$ cat config.mk
export PLATFORM = sky130hd
export DESIGN_NAME = vid_to_axis_stream
export DESIGN_NICKNAME = d
export VERILOG_FILES = /design/src/rtl/vid_axis_pkg.sv /design/src/rtl/v2a_sync_fifo.sv /design/src/rtl/vid_to_axis_stream.sv
export SDC_FILE = /design/constraint.sdc
export NUM_CORES = 1
export LEC_CHECK = 0
export ABC_AREA = 1
export CORE_ASPECT_RATIO = 1.5
export CORE_MARGIN = 2
export CORE_UTILIZATION = 30
export DETAILED_ROUTE_END_ITERATION = 6
export PLACE_DENSITY = 0.47
export SLEW_MARGIN = 0
export SYNTH_ARGS = -nofsm -noshare
export SYNTH_HDL_FRONTEND = slang
export SYNTH_SLANG_ARGS = --single-unit
export TNS_END_PERCENT = 20
$ cat constraint.sdc
create_clock -name aclk -period 2.75 [get_ports aclk]
set_input_delay 0.4125 -clock aclk [delete_from_list [all_inputs] [get_ports aclk]]
set_output_delay 0.4125 -clock aclk [all_outputs]
set_load 0.05 [all_outputs]
$ cat src/rtl/vid_axis_pkg.sv
`default_nettype none
// ============================================================================
// vid_axis_pkg : shared beat layout for the video-to-AXI4-Stream bridge
// Revision 1.0 : initial release
// ============================================================================
package vid_axis_pkg;

  localparam int DATA_BITS = 8;
  localparam int BEAT_W    = DATA_BITS + 2;

  typedef struct packed {
    logic [DATA_BITS-1:0] data;
    logic                 last;
    logic                 user;
  } axis_beat_t;

endpackage
`default_nettype wire

$ cat src/rtl/v2a_sync_fifo.sv
`default_nettype none
// ============================================================================
// v2a_sync_fifo : single-clock first-word-fall-through FIFO
// Revision 1.0 : initial release
// ============================================================================
module v2a_sync_fifo #(
  parameter int WIDTH     = 10,
  parameter int ADDR_BITS = 5
) (
  input  logic                 clk,
  input  logic                 rst,
  input  logic                 push,
  input  logic [WIDTH-1:0]     push_data,
  input  logic                 pop,
  output logic [WIDTH-1:0]     pop_data,
  output logic                 full,
  output logic                 empty,
  output logic [ADDR_BITS:0]   count
);

  localparam int DEPTH = 2 ** ADDR_BITS;

  logic [WIDTH-1:0]     mem [DEPTH];
  logic [ADDR_BITS-1:0] wr_ptr;
  logic [ADDR_BITS-1:0] rd_ptr;
  logic                 do_push;
  logic                 do_pop;

  assign full    = (count == (ADDR_BITS+1)'(DEPTH));
  assign empty   = (count == '0);
  assign do_pop  = pop && !empty;
  // A full FIFO still takes a write when the head leaves in the same cycle.
  assign do_push = push && (!full || do_pop);

  always_ff @(posedge clk) begin
    if (rst) begin
      wr_ptr <= '0;
      rd_ptr <= '0;
      count  <= '0;
    end else begin
      if (do_push) wr_ptr <= wr_ptr + 1'b1;
      if (do_pop)  rd_ptr <= rd_ptr + 1'b1;
      count <= count + (ADDR_BITS+1)'(do_push) - (ADDR_BITS+1)'(do_pop);
    end
  end

  always_ff @(posedge clk) begin
    if (do_push) mem[wr_ptr] <= push_data;
  end

  assign pop_data = mem[rd_ptr];

endmodule
`default_nettype wire

$ cat src/rtl/vid_to_axis_stream.sv
`default_nettype none
// ============================================================================
// vid_to_axis_stream : DVP-style video (vsync/href/data) to AXI4-Stream video
//   Optional build macro V2A_OVERFLOW_STICKY_EN makes overflow sticky.
// Revision 1.0 : initial release
// ============================================================================
module vid_to_axis_stream #(
  parameter int DATA_BITS = 8,
  parameter int ADDR_BITS = 5
) (
  input  logic                 aclk,
  input  logic                 areset,
  input  logic                 vid_ce,
  input  logic                 vid_vsync,
  input  logic                 vid_active_video,
  input  logic [DATA_BITS-1:0] vid_data,
  output logic [DATA_BITS-1:0] m_axis_tdata,
  output logic                 m_axis_tvalid,
  input  logic                 m_axis_tready,
  output logic                 m_axis_tlast,
  output logic                 m_axis_tuser,
  output logic                 overflow
);

  import vid_axis_pkg::*;

  logic                 hold_valid;
  logic                 hold_sof;
  logic [DATA_BITS-1:0] hold_data;
  logic                 sof_pending;

  axis_beat_t           push_beat;
  axis_beat_t           pop_beat;
  logic                 push_req;
  logic                 pop;
  logic                 full;
  logic                 empty;
  logic                 drop;
  logic [ADDR_BITS:0]   count;

  // The held pixel leaves on the next sample; an inactive sample marks it end-of-line.
  assign push_req  = vid_ce && hold_valid;
  assign push_beat = '{data: hold_data, last: !vid_active_video, user: hold_sof};
  assign pop       = !empty && m_axis_tready;
  assign drop      = push_req && full && !pop;

  always_ff @(posedge aclk) begin
    if (areset) begin
      hold_valid  <= 1'b0;
      hold_sof    <= 1'b0;
      hold_data   <= '0;
      sof_pending <= 1'b0;
    end else if (vid_ce) begin
      if (vid_active_video) begin
        hold_valid  <= 1'b1;
        hold_data   <= vid_data;
        hold_sof    <= sof_pending || vid_vsync;
        sof_pending <= 1'b0;
      end else begin
        hold_valid  <= 1'b0;
        if (vid_vsync) sof_pending <= 1'b1;
      end
    end
  end

  v2a_sync_fifo #(
    .WIDTH     (BEAT_W),
    .ADDR_BITS (ADDR_BITS)
  ) u_fifo (
    .clk       (aclk),
    .rst       (areset),
    .push      (push_req),
    .push_data (push_beat),
    .pop       (pop),
    .pop_data  (pop_beat),
    .full      (full),
    .empty     (empty),
    .count     (count)
  );

  // Payload is forced low while empty so unwritten RAM never reaches the port.
  assign m_axis_tvalid = (count != '0);
  assign m_axis_tdata  = empty ? '0   : pop_beat.data;
  assign m_axis_tlast  = empty ? 1'b0 : pop_beat.last;
  assign m_axis_tuser  = empty ? 1'b0 : pop_beat.user;

`ifdef V2A_OVERFLOW_STICKY_EN
  logic ovf_sticky;

  always_ff @(posedge aclk) begin
    if (areset)    ovf_sticky <= 1'b0;
    else if (drop) ovf_sticky <= 1'b1;
  end

  assign overflow = !areset && (ovf_sticky || drop);
`else
  assign overflow = !areset && drop;
`endif

endmodule
`default_nettype wire

==> flow_metrics.py <==
metrics = {
    "clocking": {
        "cts_tree": "built",
        "path_clk_slew_ps": 60,
        "clock-sinks": 352,
        "clkLatencyLatePin_ps": 540,
        "numCtsBuffers": 36,
        "clk_path_buf_depth": 3,
        "htreeDepth": 2,
        "root_buffer": "clkbuf_16",
    },
    "critical_path": {
        "regToRegSetupSlack_ps": 310,
        "reg2reg_depth": 15,
        "path_max_fanout": 7,
        "r2r_start": "u_fifo.count[2]$_SDFF_PP0_",
        "required_ps": 2340,
        "timing.rr.end": "u_fifo.count[4]$_SDFF_PP0_",
        "setup.worst_path.class": "reg2out",
        "endpoint_kind": "output pin",
        "start_kind": "flip-flop",
        "crit_arrival_ps": 2350,
    },
    "logic_synthesis": {
        "postSynthAreaPerCell_um2": 11.1,
        "yosys_register_bits": 352,
        "synth.most_common_cell": "nand2_1",
        "yosys.area_share.simple": 0.222,
        "synthCells": 1319,
        "synth_top_family_by_area": "simple AND/OR/NAND/NOR gates",
        "synth_xor_area_frac": 0,
        "ys_seq_area_frac": 0.701,
        "synth.area.top_cells": "edfxtp_1 (66%), nand2_1 (10%), nand3_1 (7.6%), dfxtp_1 (4.4%), nor2_1 (2.5%)",
        "synth.distinct_cells": 27,
        "synth-main-ff-cell": "edfxtp_1",
        "yosysTopAreaCellShare": 0.657,
        "synth_edf_count": 320,
        "syn-cell-area_um2": 14600,
        "synthMuxAreaShare": 0,
        "synthTopCellsByCount": "nand2_1 (409), edfxtp_1 (320), nand3_1 (223)",
        "synth_area_leader_cell": "edfxtp_1",
        "synth_fa_ha_area_frac": 0.0133,
        "ys_warn_count": 0,
        "synth_fp_nets": 1348,
        "async_flop_share": 0,
        "synth_compound_area_frac": 0.0230,
    },
    "global_route": {
        "grt_pass1_wl_mm": 62.6,
        "grt.overflow.total": 0,
        "track_usage": 0.170,
        "grt_max_degree": 42,
        "first_global_vias": 10100,
        "antenna_found_initial": 0,
    },
    "final_layout": {
        "nets": 1444,
        "drive_above_1_share": 0.228,
        "num-fill-cells": 4672,
        "multi_input_area_um2": 4440,
        "seq_area_um2": 10300,
        "fin_cells": 2097,
        "final_util": 0.384,
        "final_area_um2": 18600,
        "syn_to_final_growth_pct": 27.2,
        "antenna_cells": 0,
    },
    "die": {
        "die-area_um2": 50600,
        "core_area_um2": 48400,
        "fp.dieW_um": 184,
        "die_y_um": 274,
        "core.rowCount": 99,
        "io_pins": 26,
        "initial_utilization": 0.302,
    },
    "sta": {
        "finClkSkew_ps": 24.7,
        "slew_violations": 0,
        "rsz0062_at_grt": "yes",
        "worstMarginPinSlew_ps": 818,
        "slew_headroom": 0.454,
        "setup_ws_ps": -12.0,
        "period_share": 1.00,
        "fin_tns_setup_ps": -12.0,
        "hold_viol": 0,
        "holdWs_ps": 459,
        "timing.fmax_mhz": 362,
        "setup_viol_count_final": 1,
        "post-route-min-period_ps": 2760,
    },
    "min_path": {
        "hold_end": "hold_valid$_SDFFE_PP0P_",
        "min_from": "hold_valid$_SDFFE_PP0P_",
        "min_path_type": "reg2reg",
        "min_path_cells": 2,
    },
    "routing": {
        "route.met3.wl_mm": 1.48,
        "totalWireLength_mm": 44.1,
        "highest_layer": "met4",
        "drtPass1Iterations": 5,
        "drc": 0,
        "vias": 10100,
        "wirelength_met1_mm": 16.8,
        "wire_per_inst_um": 21.0,
        "vias_per_cell": 4.81,
        "first_iter_violations": 783,
        "antenna_left": 0,
        "wl_met2_mm": 23.6,
    },
    "placed_design": {
        "dp_slack_ps": 159,
        "postPlaceCellArea_um2": 16100,
        "port_buffers": 25,
        "hpwl_mm": 25.3,
        "gp_congestion": 0.800,
        "dp_cells": 2003,
    },
    "job": {
        "cap_viol_max_count": 0,
    },
    "power_and_ir_drop": {
        "p_leak_nw": 6.83,
        "pwr_density_cell_nw_per_um2": 844,
        "ir_drop_v": 0.000448,
        "finalPower_mw": 15.7,
    },
    "run_status": {
        "violations": "negative setup slack",
        "status": "finished, violations left",
    },
}
-- layout by cell type, fill, tap and decap left out, types with 3 or more instances in the layout --
cell             Yosys  final
clkdlybuf4s50_1      0     13
nand2_1            409    358
ha_1                14     14
edfxtp_1           320    320
nor2_2               0     14
inv_8                0      3
nand2_4              0      3
o21ai_0             42     31
inv_6                0      4
nand3_1            223    154
clkbuf_1            13     12
buf_12               0     26
buf_6               11      4
clkinv_1             6      8
dfxtp_1             32     30
inv_1               30     30
clkbuf_16            0     48
buf_16               0      7
o21ai_1              8     12
buf_4               12     60
nor2_1              97     71
nor3_1              38     38
buf_8                1      5
clkbuf_8             0      3
nand3_2              0     68
nor2_4               0     12
a21oi_1             16     15
clkinv_2             0      4
nand2_2              1     49
o21ai_2              0      6
-- power breakdown --
group | switching [mW] | internal [mW] | total (mW)
sequential | 0.0661 | 5.93 | 5.99
clock | 2.06 | 2.72 | 4.77
combinational | 3.03 | 1.91 | 4.94
total | 5.15 | 10.6 | 15.7
-- flip-flops by register name, indices dropped and copies added (netlist names), named ones only --
| register | count |
|---|---|
| u_fifo.mem | 320 |
| hold_data | 8 |
| u_fifo.count | 6 |
| u_fifo.rd_ptr | 5 |
| u_fifo.wr_ptr | 5 |
| hold_sof | 1 |
| hold_valid | 1 |
| sof_pending | 1 |
-- worst max-delay path, stage by stage, from the launching register on --
cell	delay, ps
dfxtp_4	380
buf_12	190
clkinv_16	100
buf_16	160
buf_8	140
o21ai_2	160
o21ai_1	100
nor2_1	170
nor2_1	80
nor2_2	130
nor2_4	60
buf_12	140
-- metal layers --
metal / up-vias / GRT usage
li1: 4765 / -
met1: 4991 / 0.187
met2: 228 / 0.319
met3: 93 / 0.0181
met4: 0 / 0.0884
met5: - / 0
-- how the worst max path moves through the flow --
stage	from	endpoint	slack, ps
after CTS	flip-flop	m_axis_tuser	-60
after detailed placement	m_axis_tready	u_fifo.count[4]$_SDFF_PP0_	160
after global routing	flip-flop	m_axis_tdata[5]	-90
after global placement	m_axis_tready	u_fifo.count[4]$_SDFF_PP0_	150
final	flip-flop	m_axis_tdata[5]	-10
after floorplan	u_fifo.count[2]$_SDFF_PP0_	overflow	470
-- what timing repair did --
item,4_1_cts,5_1_grt
gates resized for setup,92,134
buffers inserted,8,6
hold buffers,0,0
pin swaps,18,71
endpoints found under the setup margin,11,10
cloned,9,15
hold endpoints to repair,0,0
-- final cells by class --
type                       instances  area share
timing repair inverter             2     0.00108
timing repair buffer             129      0.0944
multi-input combinational        855       0.239
clock buffer                      51      0.0531
inverter                          39     0.00995
clock inverter                    13     0.00753
sequential                       352       0.551
tap                              656      0.0441
-- cell families (layout without fill, tap and decap cells) --
group | Yosys count | in the layout
compound gates | 67 | 67
fa+ha+maj | 15 | 15
buf+inv | 112 | 234
flops | 352 | 352
simple gates | 773 | 773
Power figures use the tool's default switching activity.
